## src/rtl/counter_pkg.sv

```systemverilog
`default_nettype none
// ============================================================================
// counter_pkg : shared defaults for the counter block.   Rev 1.0
// ============================================================================
package counter_pkg;
    localparam int COUNTER_WIDTH_DEF = 5;
endpackage : counter_pkg
`default_nettype wire

```

## src/rtl/counter.sv

```systemverilog
`default_nettype none
// ============================================================================
// counter : modulo-(MAX_COUNT+1) up-counter with registered wrap pulse.
// COUNTER_SATURATE_EN: hold at MAX_COUNT, wrap becomes a level.   Rev 1.0
// ============================================================================
module counter
    import counter_pkg::*;
#(
    parameter int               WIDTH     = COUNTER_WIDTH_DEF,
    parameter logic [WIDTH-1:0] MAX_COUNT = {WIDTH{1'b1}}
)(
    input  wire logic             clk,
    input  wire logic             reset,
    input  wire logic             enable,
    output      logic [WIDTH-1:0] counter_out,
    output      logic             wrap
);

    localparam logic [WIDTH-1:0] c_ONE  = WIDTH'(1);
    localparam logic [WIDTH-1:0] c_ZERO = '0;

    logic [WIDTH-1:0] count_q, count_d;
    logic             wrap_q,  wrap_d;

    always_comb begin
        count_d = count_q;
        wrap_d  = 1'b0;
`ifdef COUNTER_SATURATE_EN
        if (enable) begin
            count_d = (count_q >= MAX_COUNT) ? MAX_COUNT : count_q + c_ONE;
        end
        // Level: tracks the value the count register is about to hold.
        wrap_d = (count_d == MAX_COUNT);
`else
        if (enable) begin
            // >= also recovers an out-of-range (upset) value back to zero.
            if (count_q >= MAX_COUNT) begin
                count_d = c_ZERO;
                wrap_d  = 1'b1;
            end else begin
                count_d = count_q + c_ONE;
            end
        end
`endif
    end

    always_ff @(posedge clk or posedge reset) begin
        if (reset) begin
            count_q <= c_ZERO;
            wrap_q  <= 1'b0;
        end else begin
            count_q <= count_d;
            wrap_q  <= wrap_d;
        end
    end

    assign counter_out = count_q;
    assign wrap        = wrap_q;

endmodule : counter
`default_nettype wire

```

## config.mk

```make
export PLATFORM = sky130hd
export DESIGN_NAME = counter
export DESIGN_NICKNAME = d
export VERILOG_FILES = /design/src/rtl/counter_pkg.sv /design/src/rtl/counter.sv
export SDC_FILE = /design/constraint.sdc
export NUM_CORES = 1
export LEC_CHECK = 0
export ABC_AREA = 1
export CAP_MARGIN = 10
export CORE_AREA = 2 2 39 41
export DETAILED_ROUTE_END_ITERATION = 7
export DIE_AREA = 0 0 41 43
export PLACE_DENSITY = 0.55
export SYNTH_ARGS = -nofsm -noshare
export SYNTH_HDL_FRONTEND = slang
export SYNTH_SLANG_ARGS = --single-unit
```

## constraint.sdc

```tcl
create_clock -name clk -period 3.5 [get_ports clk]
set_input_delay 0.7 -clock clk [delete_from_list [all_inputs] [get_ports clk]]
set_output_delay 0.7 -clock clk [all_outputs]
set_load 0.02 [all_outputs]
```

==> out/qor.yml <==
yosys:
  synth.area.top_cells: "dfrtp_1 44%, nand2_1 13%, ha_1 7.4%"
  ys_seq_area_share_pct: 44.12
  synthCells: 40
  synth_top_area_share_pct: 44.12
  yosysTopAreaCell: "dfrtp_1"
  synth-seq-cells: 6
  ys.warnings.count: 0
  synth_cell_types: 15
  syn_nets: 45
  netlist_area_um2: 340.3
  synth.avg_cell_area_um2: 8.508
clock_tree:
  root_buffer: "clkbuf_4"
  post-cts-setup-buffer-count: 0
  numCtsBuffers: 3
  numClockSinks: 6
  cts.clk_slew.worst_paths_ns: 0.05
  ctsHoldBuffers: 0
  cts_resized: 0
  clk_latency_ns: 0.25
  tritoncts: "yes"
  cts_max_path_buffers: 2
  h-tree-depth: 1
sta:
  finalSetupViolCount: 0
  skew_ns: 0.007441
  finalMaxSlewViolations: 0
  min_period_ns: 2.036
  rsz0062_at_grt: "false"
  slew_headroom_pct: 75.66
  hold_violations: 0
  timing.final.crit_share_pct: 58.17
  worst_pin_slew_ns: 0.3639
  setup_tns_ns: 0
  fmax_mhz: 491.2
global_route:
  grt-ovfl-total: 0
  grt_max_degree: 11
  antenna_found_initial: 0
  grt_pass1_wl_um: 1117
  grt_pass1_vias: 257
  grt_usage_pct: 9.869
route:
  wl_per_cell_um: 9.773
  dr.pass1.iters: 2
  routed_wl_um: 645
  drc_errors: 0
  viasPerCell: 4.348
  num_vias: 287
  first_iter_violations: 2
  ant_nets: 0
floorplan:
  fp.dieW_um: 41
  io_pins: 9
  rows: 14
  start_util_pct: 24.59
  core_region_area_um2: 1384
  die_h_um: 43
  dieArea_um2: 1763
finish:
  final_common_cell: "nand2_1"
  final_net_count: 57
  final_cell_mix: "12 x nand2_1, 8 x clkdlybuf4s50_1, 6 x inv_1, 6 x dfrtp_1, 3 x clkbuf_4"
  final_area_um2: 455.4
  syn_to_final_growth_pct: 33.82
  n_antenna_cell: 0
  fillers: 161
  drive_gt1_share_pct: 12.00
critical_path:
  crit_family: "buffers and inverters"
  worst-setup-path-type: "flip-flop to output pin"
  max_stage_delay_ns: 0.64
  critPathLaunchType: "flip-flop"
  cp_data_arrival_time_ns: 1.34
  reg2reg_slack_ns: 2.02
  path_buf_inv: 1
  crit_path_top_delay_cell: "clkdlybuf4s50_1"
  worst-endpoint-required_ns: 2.80
  end_kind: "output pin"
  path_cells: "clkdlybuf4s50_1"
  critPathMaxFanout: 6
placement:
  portBuffers: 8
  dp.final_hpwl_um: 506.8
  gp_congestion: 0.6675
  place_area_um2: 432.9
power_and_ir_drop:
  p_per_area_nw_per_um2: 741.5
  max-vdd-ir-drop_v: 0.0002468
  leakage_nw: 0.2246
status:
  status: "completed"
flow_run:
  drv_cap: 0
min_path:
  hp-class: "flip-flop to flip-flop"
-- cell type report --
cell class / count / area (um2) / area share, %
Multi-Input combinational cell: 27 / 160.2 / 35.16
Sequential cell: 6 / 150.1 / 32.97
Timing Repair Buffer: 8 / 80.08 / 17.58
Clock buffer: 3 / 22.52 / 4.945
Inverter: 6 / 22.52 / 4.945
Tap cell: 16 / 20.02 / 4.396
-- registers in the layout, indices dropped and copies added, names as in the netlist --
name and count:
counter_out 5, wrap 1
-- per-stage QoR --
stage                     utilization, %  instances  worst slack (ns)  power, mW  hold WS [ns]
after floorplan                        -         40             2.030     0.2108        0.4910
after global placement             31.28         63             1.632     0.2718        0.6017
after detailed placement           31.28         63             1.626     0.2758        0.6068
after CTS                          32.91         66             1.449     0.3435        0.6204
after global routing               32.91         66             1.396     0.3676        0.6707
final                              32.91         66             1.464     0.3377        0.6167
-- report_power, final --
| group | total, mW | switching (mW) | internal (mW) |
|---|---|---|---|
| combinational | 0.144 | 0.0740 | 0.0696 |
| clock | 0.0655 | 0.0266 | 0.0389 |
| sequential | 0.129 | 0.0349 | 0.0936 |
-- synth_stat cells, drive strengths merged --
library cell / number
o21ai: 2
nor2: 2
nand2: 13
ha: 2
inv: 6
a21boi: 1
nand4: 1
nand3: 2
a21oi: 2
buf: 1
o21bai: 1
xor2: 1
dfrtp: 6
-- per-layer routing --
layer / routed length (um) / track usage [%] / share of wire, % / vias up
met3: 60 / 7.330 / 9.3 / 2
li1: - / - / - / 146
met2: 258 / 11.56 / 40 / 10
met5: 0 / 0 / 0 / -
met4: 6 / 4.000 / 0.93 / 0
met1: 320 / 13.31 / 50 / 129
-- path summary, 6_finish.rpt --
kind	start	end	cells past startpoint
hold / removal	counter_out[0]	counter_out[0]	2
setup reg to reg	counter_out[1]	counter_out[4]	7
min in group asynchronous	reset	counter_out[1]	2
setup / recovery	counter_out[1]	counter_out[1]	1
hold reg to reg	counter_out[0]	counter_out[0]	2
max in group asynchronous	reset	wrap	2
-- cell families (layout without fill, tap and decap cells) --
group | count (synthesis) | after routing | share of synthesized area, %
AO/OA/AOI/OAI | 6 | 6 | 13.60
XOR/XNOR | 1 | 1 | 2.574
adder cells (fa/ha/maj) | 2 | 2 | 7.352
buffers and inverters | 7 | 17 | 8.824
flip-flops | 6 | 6 | 44.12
AND/OR/NAND/NOR | 18 | 18 | 23.53
Note: power is estimated with default switching activity, not from simulation.
==> patch 1 (same flow settings) <==
The option `COUNTER_SATURATE_EN` is turned on by a define.
--- a/src/rtl/counter.sv
+++ b/src/rtl/counter.sv
@@ -3,6 +3,8 @@
 // counter : modulo-(MAX_COUNT+1) up-counter with registered wrap pulse.
 // COUNTER_SATURATE_EN: hold at MAX_COUNT, wrap becomes a level.   Rev 1.0
 // ============================================================================
+`define COUNTER_SATURATE_EN
+
 module counter
     import counter_pkg::*;
 #(
Behaviour: same outputs for any inputs over 10 cycles, from zero or initial values and one cycle with reset high; that may be too few to reach the edited logic, so the function may still have changed.
==> patch 1 against the unedited design <==
Routed wire length shrank 15%; synthesized cell count shrank 15%; cell area shrank 3.3%; power grew 30%; sequential cell count is the same; area after synthesis shrank 3.3%; clock skew shrank 0.0065 ns; utilization shrank 1.1 points; setup slack gained 0.034 ns; first-iteration DRC count shrank 50%; clock power shrank 6.4%; hold slack lost 0.017 ns; via count shrank 15%; highest routed layer unchanged.
==> patch 1: results (changes against the unedited design) <==
Run status
  – Status: finished, final reports clean

Hold path
  – Hold_sp: counter_out[3]
  – Hold EP: counter_out[3]
  – Hold path depth: 2 (unchanged)

Route
  – M1 WL: 237 um (-26%)
  – Pre-antenna DRT Iters: 2 (unchanged)
  – Final wirelength: 547 um (-15%)
  – DRT iter0 DRCs: 1 (-1)
  – Number of vias in the routed layout: 245 (-15%)
  – Highest Signal Layer: met4
  – Met2 Wirelength: 264 um (+2.3%)
  – Met3 WL: 41 um (-32%)

Clock tree
  – Setup bufs post-CTS: 0 (unchanged)
  – H-tree Lvls: 1 (unchanged)

Global routing
  – Largest net degree at the start of global routing: 8 (-3)
  – M2 GR Usage: 12.50% (+0.94 points)
  – Met3 usage in global routing: 4.712% (-2.6 points)
  – First-pass GRT wire length: 1014 um (-9.2%)
  – Met1 GRT Util: 10.26% (-3.0 points)
  – Tot GR Track Use: 9.017% (-0.85 points)

Finish
  – Fill count: 156 (-3.1%)
  – Layout cell share with drive strength beyond 1: 20.45% (+8.5 points)
  – #MultiIn Comb: 25 (-7.4%)
  – Multi-input combinational area share: 36.36% (+1.2 points)
  – Final cell count without fillers: 60 (-9.1%)
  – Seq Cell Count: 6 (unchanged)
  – Nets: 51 (-11%)
  – Final clock-cell share: 5.114% (+0.17 points)
  – NonClk Buf Share: 18.18% (+0.60 points)
  – Logic inverters: 2 (-4)

Worst setup path
  – Flop2flop setup slack: 1.86 ns (-0.16 ns)
  – R2r startpoint: counter_out[0]
  – Crit path max fanout: 5 (-1)
  – R2R cell count: 8 (+1)
  – R2R Path End: wrap
  – Slowest CP cell: clkdlybuf4s50_1
  – Critical path data arrival time: 1.30 ns (-0.04 ns)

Synthesis
  – List of most frequent post-synthesis cells: 10 x nand2_1, 6 x dfrtp_1
  – Mapped Cells: 34 (-15%)
  – Area contributors post-synth: dfrtp_1 46%, nand2_1 11%, ha_1 7.6%, xnor2_1 5.3%, nand2_2 3.8%
  – Net Count, Synth: 39 (-13%)
  – Register area share after synthesis: 45.63% (+1.5 points)

Placement
  – GP Congestion: 0.6445 (-3.4%)
  – Post-Place Cells: 57 (-9.5%)
  – Post-detail-place hpwl: 445.8 um (-12%)

Timing
  – Layout Skew: 0.0009056 ns (-0.006536 ns)
  – Setup TNS: 0 ns (unchanged)
  – Worst-Margin Slew: 0.3147 ns (-0.04917 ns)

Pwr
  – Worst VDD drop: 0.2602 mV (+5.5%)
  – Leak Pwr: 0.0002070 uW (-7.8%)
[patch 1: cell types whose count changed after synthesis, moves of 2 or more]
| cell | change |
|---|---|
| inv_1 | -4 |
| a21oi_1 | -2 |
| nand2_1 | -2 |
| xnor2_1 | +2 |
[patch 1: report_power, final]
part / internal, uW / total, uW / switching (uW) / leakage, uW
logic: 113 / 237 / 124 / 0.000123
registers: 104 / 141 / 37.4 / 0.0000700
clock network: 38.6 / 61.3 / 22.7 / 0.0000138
[patch 1: through the flow]
step           area, sq um  hold slack, ns  utilization [%]  total power, uW  worst slack, ns
3_5_place_dp         417.9          0.5924            30.20            382.3            1.536
5_1_grt              440.4          0.6446            31.83            489.2            1.445
2_1_floorplan        329.1          0.4910                -            290.0            1.889
3_3_place_gp         417.9          0.5851            30.20            378.8            1.528
6_report             440.4          0.5999            31.83            439.2            1.498
4_1_cts              440.4          0.6027            31.83            446.6            1.487
[patch 1: cell families (layout without fill, tap and decap cells)]
group	Yosys count	count (layout)	share of synthesized area, %
multiplexers	1	1	3.042
AO/OA/AOI/OAI	3	3	6.464
adder cells (fa/ha/maj)	2	2	7.603
buffers and inverters	3	13	5.704
AND/OR/NAND/NOR	16	16	23.58
flip-flops	6	6	45.63
XOR/XNOR	3	3	7.986
[patch 1: how the worst max path moves through the flow]
stage / to / from / slack (ns) / depth (start not counted)
3_5_place_dp: wrap / enable / 1.54 / 5
5_1_grt: counter_out[2] / counter_out[2] / 1.45 / 1
4_1_cts: counter_out[2] / counter_out[2] / 1.49 / 1
6_report: counter_out[2] / counter_out[2] / 1.50 / 1
2_1_floorplan: wrap / counter_out[0] / 1.89 / 8
3_3_place_gp: wrap / enable / 1.53 / 7
==> patch 2 (config.mk and constraints unchanged) <==
Without the edit above. Put one more register stage on the output `counter_out`, with the module's reset. The value now appears one clock later. The other outputs are not delayed to match.
--- a/src/rtl/counter.sv
+++ b/src/rtl/counter.sv
@@ -54,7 +54,13 @@
         end
     end
 
-    assign counter_out = count_q;
+    always_ff @(posedge clk or posedge reset) begin
+        if (reset) begin
+            counter_out <= '0;
+        end else begin
+            counter_out <= count_q;
+        end
+    end
     assign wrap        = wrap_q;
 
 endmodule : counter
Formal check against the unedited RTL: not equivalent (a bounded check fails within 4 cycles, from zero or initial values and one cycle with reset high).
==> patch 2 against the unedited design <==
First-iteration DRC count unchanged; register-to-register slack improved by 0.07 ns; setup slack improved by 0.16 ns; largest power group is now sequential cells; area after synthesis increased by 28%; power increased by 31%; sequential share of layout area increased by 16 points; global-route usage increased by 0.19 points; cell area increased by 24%; largest cell class is now registers; sequential cell count increased by 5; clock skew decreased by 0.0045 ns; routed wire length increased by 5.7%; via count increased by 8.4%; critical path depth unchanged.
==> patch 2: results (changes against the unedited design) <==
Run status
  – Status: finished, final reports clean

Synthesis
  – Mapped Cells: 42 (+5.0%)
  – Net Count, Synth: 47 (+4.4%)
  – List of most frequent post-synthesis cells: 11 x dfrtp_1, 10 x nand2_1, 6 x nor2_1
  – Adder-cell area share of the yosys netlist: 5.731% (-1.6 points)
  – Post-synthesis compound-gate area fraction: 6.877% (-6.7 points)
  – Synth Area in XOR/XNOR: 2.006% (-0.57 points)
  – Synth cell types: 13 (-2)
  – Area contributors post-synth: dfrtp_1 63%, nand2_1 8.6%, ha_1 5.7%, nor2_1 5.2%, o21bai_1 3.4%
  – Register area share after synthesis: 63.04% (+19 points)

Placement
  – PortBufs: 8 (unchanged)
  – Post-detail-place hpwl: 539.5 um (+6.5%)
  – Worst slack at placement: 1.783 ns (+0.1564 ns)
  – Post-Place Cells: 66 (+4.8%)

Global routing
  – Vias in the first global route: 292 (+14%)
  – First-pass GRT wire length: 1145 um (+2.5%)
  – Largest net degree at the start of global routing: 12 (+1)

Clock tree
  – H-tree Lvls: 1 (unchanged)

Worst setup path
  – Slowest cell delay on critical path: 0.60 ns (-0.04 ns)
  – Critical path data arrival time: 1.18 ns (-0.16 ns)
  – Crit path max fanout: 1 (-5)

Pwr
  – Leak Pwr: 0.0002608 uW (+16%)
  – Worst VDD drop: 0.1816 mV (-26%)

Route
  – Vias per cell: 4.443 (+2.2%)
  – Pre-antenna DRT Iters: 4 (+2)
  – Final wirelength: 682 um (+5.7%)
  – WL per Instance: 9.743 um (-0.31%)

Finish
  – Layout cell share with drive strength beyond 1: 11.11% (-0.89 points)
  – Fill count: 146 (-9.3%)

Timing
  – Layout Skew: 0.002945 ns (-0.004496 ns)
  – Slew headroom: 73.64% (-2.0 points)
patch 2: cell types whose count changed in the layout (fill, tap and decap cells not counted), moves of 2 or more:
cell / change
dfrtp_1: +5
inv_1: -3
nor2_1: +4
nand2_1: -2
a21oi_1: -2
o21bai_1: +2
patch 2: power by group:
group | internal [uW] | switching [uW] | leakage (uW) | total [uW]
clock | 43.9 | 35.8 | 0.0000150 | 79.6
sequential | 176 | 34.8 | 0.000135 | 211
combinational | 73.1 | 78.9 | 0.000111 | 152
total | 293 | 149 | 0.000261 | 443
patch 2: layout make-up:
type,count,share of cell area [%]
Clock buffer,4,4.667
Timing Repair Buffer,8,14.22
Tap cell,16,3.556
Sequential cell,11,48.89
Multi-Input combinational cell,27,26.00
Inverter,4,2.667
patch 2: layer usage:
metal  part of all wire (%)  wire length (um)  global-route usage (%)  vias to the layer above
li1                       -                 -                       -                      155
met1                     39               267                   11.04                      143
met2                     51               348                   15.00                       11
met3                    6.7                46                   1.571                        2
met4                    2.8                19                   10.00                        0
met5                      0                 0                       0                        -
patch 2: metrics by stage:
| step | hold slack, ns | total power (uW) | instance area [sq um] |
|---|---|---|---|
| after global routing | 0.4551 | 482.0 | 563.0 |
| after floorplan | 0.3924 | 297.0 | 436.7 |
| final | 0.4248 | 442.6 | 563.0 |
| after global placement | 0.4097 | 368.6 | 536.8 |
| after CTS | 0.4309 | 448.8 | 563.0 |
| after detailed placement | 0.4162 | 367.8 | 536.8 |
patch 2: path summary, 6_finish.rpt:
kind,start,end,slack [ns],cells past startpoint
hold / removal,count_q[2],counter_out[2],0.42,0
max in group asynchronous,reset,counter_out[4],2.48,2
setup reg to reg,count_q[0],count_q[4],2.09,6
min in group asynchronous,reset,count_q[0],0.74,2
hold reg to reg,count_q[2],counter_out[2],0.42,0
setup / recovery,counter_out[0],counter_out[0],1.62,1
patch 2: cell families (layout without fill, tap and decap cells):
logic type	count (synthesis)	after routing
flops	11	11
compound gates	5	5
fa+ha+maj	2	2
simple gates	19	19
xor+xnor	1	1
buf+inv	4	16
